$ cat src/rtl/seq_gen_serial.sv
// ============================================================================
// Module   : seq_gen_serial
// Brief    : Bit-serial pattern transmitter (MSB first, repeated, zero gaps).
// Revision : 1.0  initial release
// ============================================================================
`default_nettype none

module seq_gen_serial #(
    parameter int PAT_W = 4,
    parameter int CNT_W = 4,
    parameter int GAP_W = 3
) (
    input  logic             clk,
    input  logic             reset,
    input  logic             start,
    input  logic [PAT_W-1:0] pattern,
    input  logic [CNT_W-1:0] rep_count,
    input  logic [GAP_W-1:0] gap_len,
    input  logic             abort,
    output logic             out_bit,
    output logic             out_valid,
    output logic             busy,
    output logic             done
);

    localparam int BW = (PAT_W > 1) ? $clog2(PAT_W) : 1;
    localparam logic [BW-1:0] LAST_BIT = BW'(PAT_W - 1);

    localparam logic [1:0] IDLE = 2'd0;
    localparam logic [1:0] SEND = 2'd1;
    localparam logic [1:0] GAP  = 2'd2;
    localparam logic [1:0] DONE = 2'd3;

    logic [1:0]       state_q,  state_d;
    logic [PAT_W-1:0] pat_q,    pat_d;
    logic [PAT_W-1:0] sr_q,     sr_d;
    logic [CNT_W-1:0] rem_q,    rem_d;
    logic [GAP_W-1:0] gap_q,    gap_d;
    logic [GAP_W-1:0] gcnt_q,   gcnt_d;
    logic [BW-1:0]    bcnt_q,   bcnt_d;
    logic             bit_q,    bit_d;
    logic             valid_q,  valid_d;
    logic             busy_q,   busy_d;
    logic             done_q,   done_d;
    logic [PAT_W-1:0] sr_shift;

    // The MSB of sr_q is always the bit currently on out_bit.
    assign sr_shift = sr_q << 1;

    always_comb begin
        state_d = state_q;
        pat_d   = pat_q;
        sr_d    = sr_q;
        rem_d   = rem_q;
        gap_d   = gap_q;
        gcnt_d  = gcnt_q;
        bcnt_d  = bcnt_q;
        bit_d   = 1'b0;
        valid_d = 1'b0;
        busy_d  = 1'b0;
        done_d  = 1'b0;

        case (state_q)
            IDLE: begin
                if (start && !abort) begin
                    pat_d  = pattern;
                    sr_d   = pattern;
                    rem_d  = rep_count;
                    gap_d  = gap_len;
                    gcnt_d = '0;
                    bcnt_d = '0;
                    busy_d = 1'b1;
                    if (rep_count == '0) begin
                        state_d = DONE;
                        done_d  = 1'b1;
                    end else begin
                        state_d = SEND;
                        valid_d = 1'b1;
                        bit_d   = pattern[PAT_W-1];
                    end
                end
            end
            SEND: begin
                busy_d  = 1'b1;
                valid_d = 1'b1;
                if (bcnt_q != LAST_BIT) begin
                    sr_d   = sr_shift;
                    bcnt_d = bcnt_q + BW'(1);
                    bit_d  = sr_shift[PAT_W-1];
                end else begin
                    rem_d  = rem_q - CNT_W'(1);
                    bcnt_d = '0;
                    if (rem_q == CNT_W'(1)) begin
                        state_d = DONE;
                        valid_d = 1'b0;
                        done_d  = 1'b1;
                    end else if (gap_q != '0) begin
                        state_d = GAP;
                        gcnt_d  = GAP_W'(1);
                    end else begin
                        sr_d  = pat_q;
                        bit_d = pat_q[PAT_W-1];
                    end
                end
            end
            GAP: begin
                busy_d  = 1'b1;
                valid_d = 1'b1;
                if (gcnt_q == gap_q) begin
                    state_d = SEND;
                    sr_d    = pat_q;
                    bit_d   = pat_q[PAT_W-1];
                end else begin
                    gcnt_d = gcnt_q + GAP_W'(1);
                end
            end
            DONE: begin
                state_d = IDLE;
            end
            default: begin
                state_d = IDLE;
            end
        endcase

        // Cancel overrides every transition; all outputs drop together.
        if (abort && (state_q != IDLE)) begin
            state_d = IDLE;
            bit_d   = 1'b0;
            valid_d = 1'b0;
            busy_d  = 1'b0;
            done_d  = 1'b0;
        end
    end

    always_ff @(posedge clk or posedge reset) begin
        if (reset) begin
            state_q <= IDLE;
            pat_q   <= '0;
            sr_q    <= '0;
            rem_q   <= '0;
            gap_q   <= '0;
            gcnt_q  <= '0;
            bcnt_q  <= '0;
            bit_q   <= 1'b0;
            valid_q <= 1'b0;
            busy_q  <= 1'b0;
            done_q  <= 1'b0;
        end else begin
            state_q <= state_d;
            pat_q   <= pat_d;
            sr_q    <= sr_d;
            rem_q   <= rem_d;
            gap_q   <= gap_d;
            gcnt_q  <= gcnt_d;
            bcnt_q  <= bcnt_d;
            bit_q   <= bit_d;
            valid_q <= valid_d;
            busy_q  <= busy_d;
            done_q  <= done_d;
        end
    end

    assign out_bit   = bit_q;
    assign out_valid = valid_q;
    assign busy      = busy_q;
    assign done      = done_q;

endmodule

`default_nettype wire

$ cat config.mk
export PLATFORM = sky130hd
export DESIGN_NAME = seq_gen_serial
export DESIGN_NICKNAME = d
export VERILOG_FILES = /design/src/rtl/seq_gen_serial.sv
export SDC_FILE = /design/constraint.sdc
export NUM_CORES = 1
export LEC_CHECK = 0
export ABC_CLOCK_PERIOD_IN_PS = 2400
export BUFFER_PORTS_ARGS = -buffer_cell sky130_fd_sc_hd__buf_2
export CAP_MARGIN = 15
export CORE_MARGIN = 3
export CORE_UTILIZATION = 57
export DETAILED_ROUTE_END_ITERATION = 7
export HOLD_SLACK_MARGIN = 0.06
export PLACE_DENSITY = 0.9
export SLEW_MARGIN = 10
export SYNTH_ARGS = -nofsm -noshare
export SYNTH_HDL_FRONTEND = slang
export SYNTH_SLANG_ARGS = --single-unit
$ cat constraint.sdc
create_clock -name clk -period 2.4 [get_ports clk]
set_clock_uncertainty 0.2 [all_clocks]
set_input_delay 0.36 -clock clk [delete_from_list [all_inputs] [get_ports clk]]
set_output_delay 0.36 -clock clk [all_outputs]
set_load 0.05 [all_outputs]
==> flow_metrics.py <==
metrics = {
    "status": {
        "run_status": "complete, no violations",
    },
    "floorplan": {
        "pin_count": 19,
        "die_area_um2": 3400,
        "initial_core_util_pct": 61.3,
        "fp.dieW_um": 58.3,
        "rows": 18,
        "core-area_um2": 2540,
        "die_y_um": 58.3,
    },
    "routing": {
        "vias": 1298,
        "wl_um": 3370,
        "avgRoutedWirePerCell_um": 15.2,
        "drtIter0Drc": 45,
        "first_pass_iters": 4,
        "via_per_inst": 5.85,
        "drc": 0,
        "antenna_left": 0,
    },
    "worst_setup_path": {
        "cp-end-kind": "flop",
        "crit_required_ps": 2430,
        "worstSetupPathType": "flop to flop",
        "crit_arrival_ps": 2130,
        "start_kind": "flop",
        "worst-path-max-fanout": 10,
    },
    "sta": {
        "period_share_pct": 87.4,
        "setup_slack_ps": 302,
        "drv_slew": 0,
        "fin_crit_ps": 2100,
        "finalSetupViolCount": 0,
        "fin_tns_setup_ps": 0,
        "rsz0062_at_grt": "no",
        "relSlewSlack_pct": 64.8,
        "max_freq_mhz": 477,
        "finalHoldViolations": 0,
        "tightest_slew_ps": 523,
    },
    "power_and_ir_drop": {
        "sw_frac_of_total_pct": 46.7,
        "power_frac_clock_pct": 9.6,
        "p_per_area_nw_per_um2": 1170,
        "power.switching_uw": 964,
        "power_frac_seq_pct": 36.0,
        "combPwrFrac_pct": 54.4,
        "p_int_uw": 1100,
        "irDropWorstVdd_uv": 1060,
        "p_leak_uw": 0.000811,
    },
    "synth": {
        "synth-edff-count": 0,
        "yosys.area.top_type": "dfrtp_1",
        "synth_xor_area_share_pct": 1.69,
        "synth.most_common_cell": "nand2_1",
        "synth_common_cells": "nand2_1 (32), dfrtp_1 (25), o21ai_0 (11), a21oi_1 (10), nor2_1 (10)",
        "synthFlopType": "dfrtp_1",
        "synth_compound_area_share_pct": 19.3,
        "syn_area_per_cell_um2": 9.28,
        "yosys_warnings": 0,
        "synthAdderAreaFrac_pct": 6.42,
        "syn_area_um2": 1560,
        "ys_seq_area_share_pct": 40.1,
        "synth_cells": 168,
        "synth_simple_gate_area_share_pct": 25.0,
        "ys_async_sr_fraction_pct": 100,
        "yosys-top-cells-area": "dfrtp_1 (40%), nand2_1 (7.7%), ha_1 (6.4%)",
        "ys_seq_elements": 25,
        "synth_cell_types": 47,
        "synth_mux_area_share_pct": 2.41,
        "synth_top_area_share_pct": 40.1,
        "syn_nets": 191,
        "synth_top_family_by_area": "simple AND/OR/NAND/NOR gates",
    },
    "grt": {
        "grt_util_met3_pct": 3.07,
        "grtUsageMet2_pct": 41.0,
        "grt_use_met1_pct": 26.9,
        "antenna_found_initial": 0,
        "grt_pass1_wl_um": 5920,
        "busiest_layer": "met2",
        "grt_max_degree": 26,
        "first_global_vias": 1318,
        "gr-total-overflow": 0,
        "grt_util_all_layers_pct": 23.1,
    },
    "finish": {
        "fin_nets": 216,
        "layoutNonFillerInstCount": 222,
        "drive_gt1_share_pct": 20.8,
        "multi_input_area_um2": 856,
        "fillers": 190,
        "regArea_um2": 626,
        "diodes": 0,
        "area_growth_pct": 12.8,
    },
    "cts": {
        "cts_sinks": 25,
        "cts_tree": "yes",
        "clk_pin_slew_worst_paths_ps": 140,
        "numCtsBuffers": 3,
        "cts_max_path_buffers": 2,
        "root_buffer": "clkbuf_4",
        "cts_setup_buffers": 0,
        "cts_max_level": 1,
        "clk_latency_ps": 340,
    },
    "placement": {
        "hpwl_um": 2380,
        "dp_cells": 211,
        "port_buffers": 18,
        "place_congestion": 0.886,
        "dp_slack_ps": 208,
    },
    "hold_path": {
        "hold_class": "primary input to flop",
    },
    "flow_run": {
        "max_cap_violations": 0,
    },
}
[placed cells by master (no fill, tap or decap), types with 2 or more instances in the layout]
cell | netlist | routed
a21oi_1 | 10 | 10
a22oi_1 | 3 | 3
a32oi_1 | 2 | 2
buf_2 | 1 | 18
buf_4 | 3 | 2
clkbuf_4 | 0 | 3
dfrtp_1 | 25 | 25
dlygate4sd3_1 | 0 | 7
ha_1 | 8 | 7
inv_1 | 9 | 9
mux2_1 | 2 | 2
nand2_1 | 32 | 32
nand2b_1 | 3 | 3
nand2b_4 | 2 | 2
nand3_1 | 7 | 7
nand3_2 | 2 | 2
nor2_1 | 10 | 10
nor2b_1 | 2 | 2
nor3_1 | 3 | 3
nor3b_1 | 2 | 2
o21ai_0 | 11 | 11
xnor2_1 | 3 | 3
[sequential cells by signal, summed over array words and instances, names as in the netlist]
signal     cells
pat_q          4
rem_q          4
gap_q          3
gcnt_q         3
sr_q           3
bcnt_q         2
state_q        2
busy           1
done           1
out_bit        1
out_valid      1
[cell families (layout without fill, tap and decap cells)]
group                      Yosys count  count (layout)
muxes                                3               3
buffers and inverters               16              40
and+or+nand+nor                     71              71
AOI/OAI and AO/OA                   42              42
xor gates and xnor gates             3               3
DFF                                 25              25
adders and majority gates            8               8
[stage by stage]
stage               total power, uW  util, %  area (um^2)  hold slack, ps
floorplan                      1630        -         1560             187
global placement               1790     65.0         1660             216
detailed placement             1840     65.0         1660             222
CTS                            2050     69.0         1760            79.8
global route                   2230     69.1         1760            87.9
finish                         2060     69.1         1760            91.7
[metal layers]
metal | routed length, um | vias up | part of all wire [%]
met2 | 1740 | 33 | 52
li1 | - | 634 | -
met1 | 1440 | 626 | 43
met5 | 0 | - | 0
met4 | 68 | 0 | 2.0
met3 | 123 | 5 | 3.7
[worst paths after layout]
| check | start | end | slack [ps] | cells past startpoint |
|---|---|---|---|---|
| min in group asynchronous | reset | pat_q[1] | 380 | 4 |
| max | state_q[1] | rem_q[2] | 300 | 7 |
| max in group asynchronous | reset | gcnt_q[0] | 1380 | 4 |
| min | pattern[0] | pat_q[0] | 90 | 3 |
| min reg2reg | pat_q[1] | pat_q[1] | 300 | 2 |
| max reg2reg | state_q[1] | rem_q[2] | 300 | 7 |
[power by group through the flow]
stage | clock, uW | combinational [uW] | sequential, uW
after global placement | 0 | 1050 | 742
after floorplan | 0 | 821 | 810
after detailed placement | 0 | 1090 | 751
after CTS | 205 | 1100 | 742
after global routing | 216 | 1250 | 767
final | 197 | 1120 | 743
[worst max-delay path, stage by stage (launching register included)]
cell	delay, ps
dfrtp_1	460
inv_1	90
ha_1	310
nor2b_4	210
a211oi_4	400
nand3_1	130
o21ai_0	120
a21boi_2	80
[what timing repair did]
action,in CTS,in global routing
endpoints found under the hold margin,31,0
gates resized for setup,0,1
endpoints found under the setup margin,0,2
hold buffers,7,0
[area by class of cell]
cell class	count	area share, %
Timing Repair Buffer	27	9.96
Multi-Input combinational cell	127	48.7
Clock inverter	1	0.427
Clock buffer	3	1.28
Inverter	9	1.92
Sequential cell	25	35.6
Tap cell	30	2.14
(Power assumes the default switching activity.)
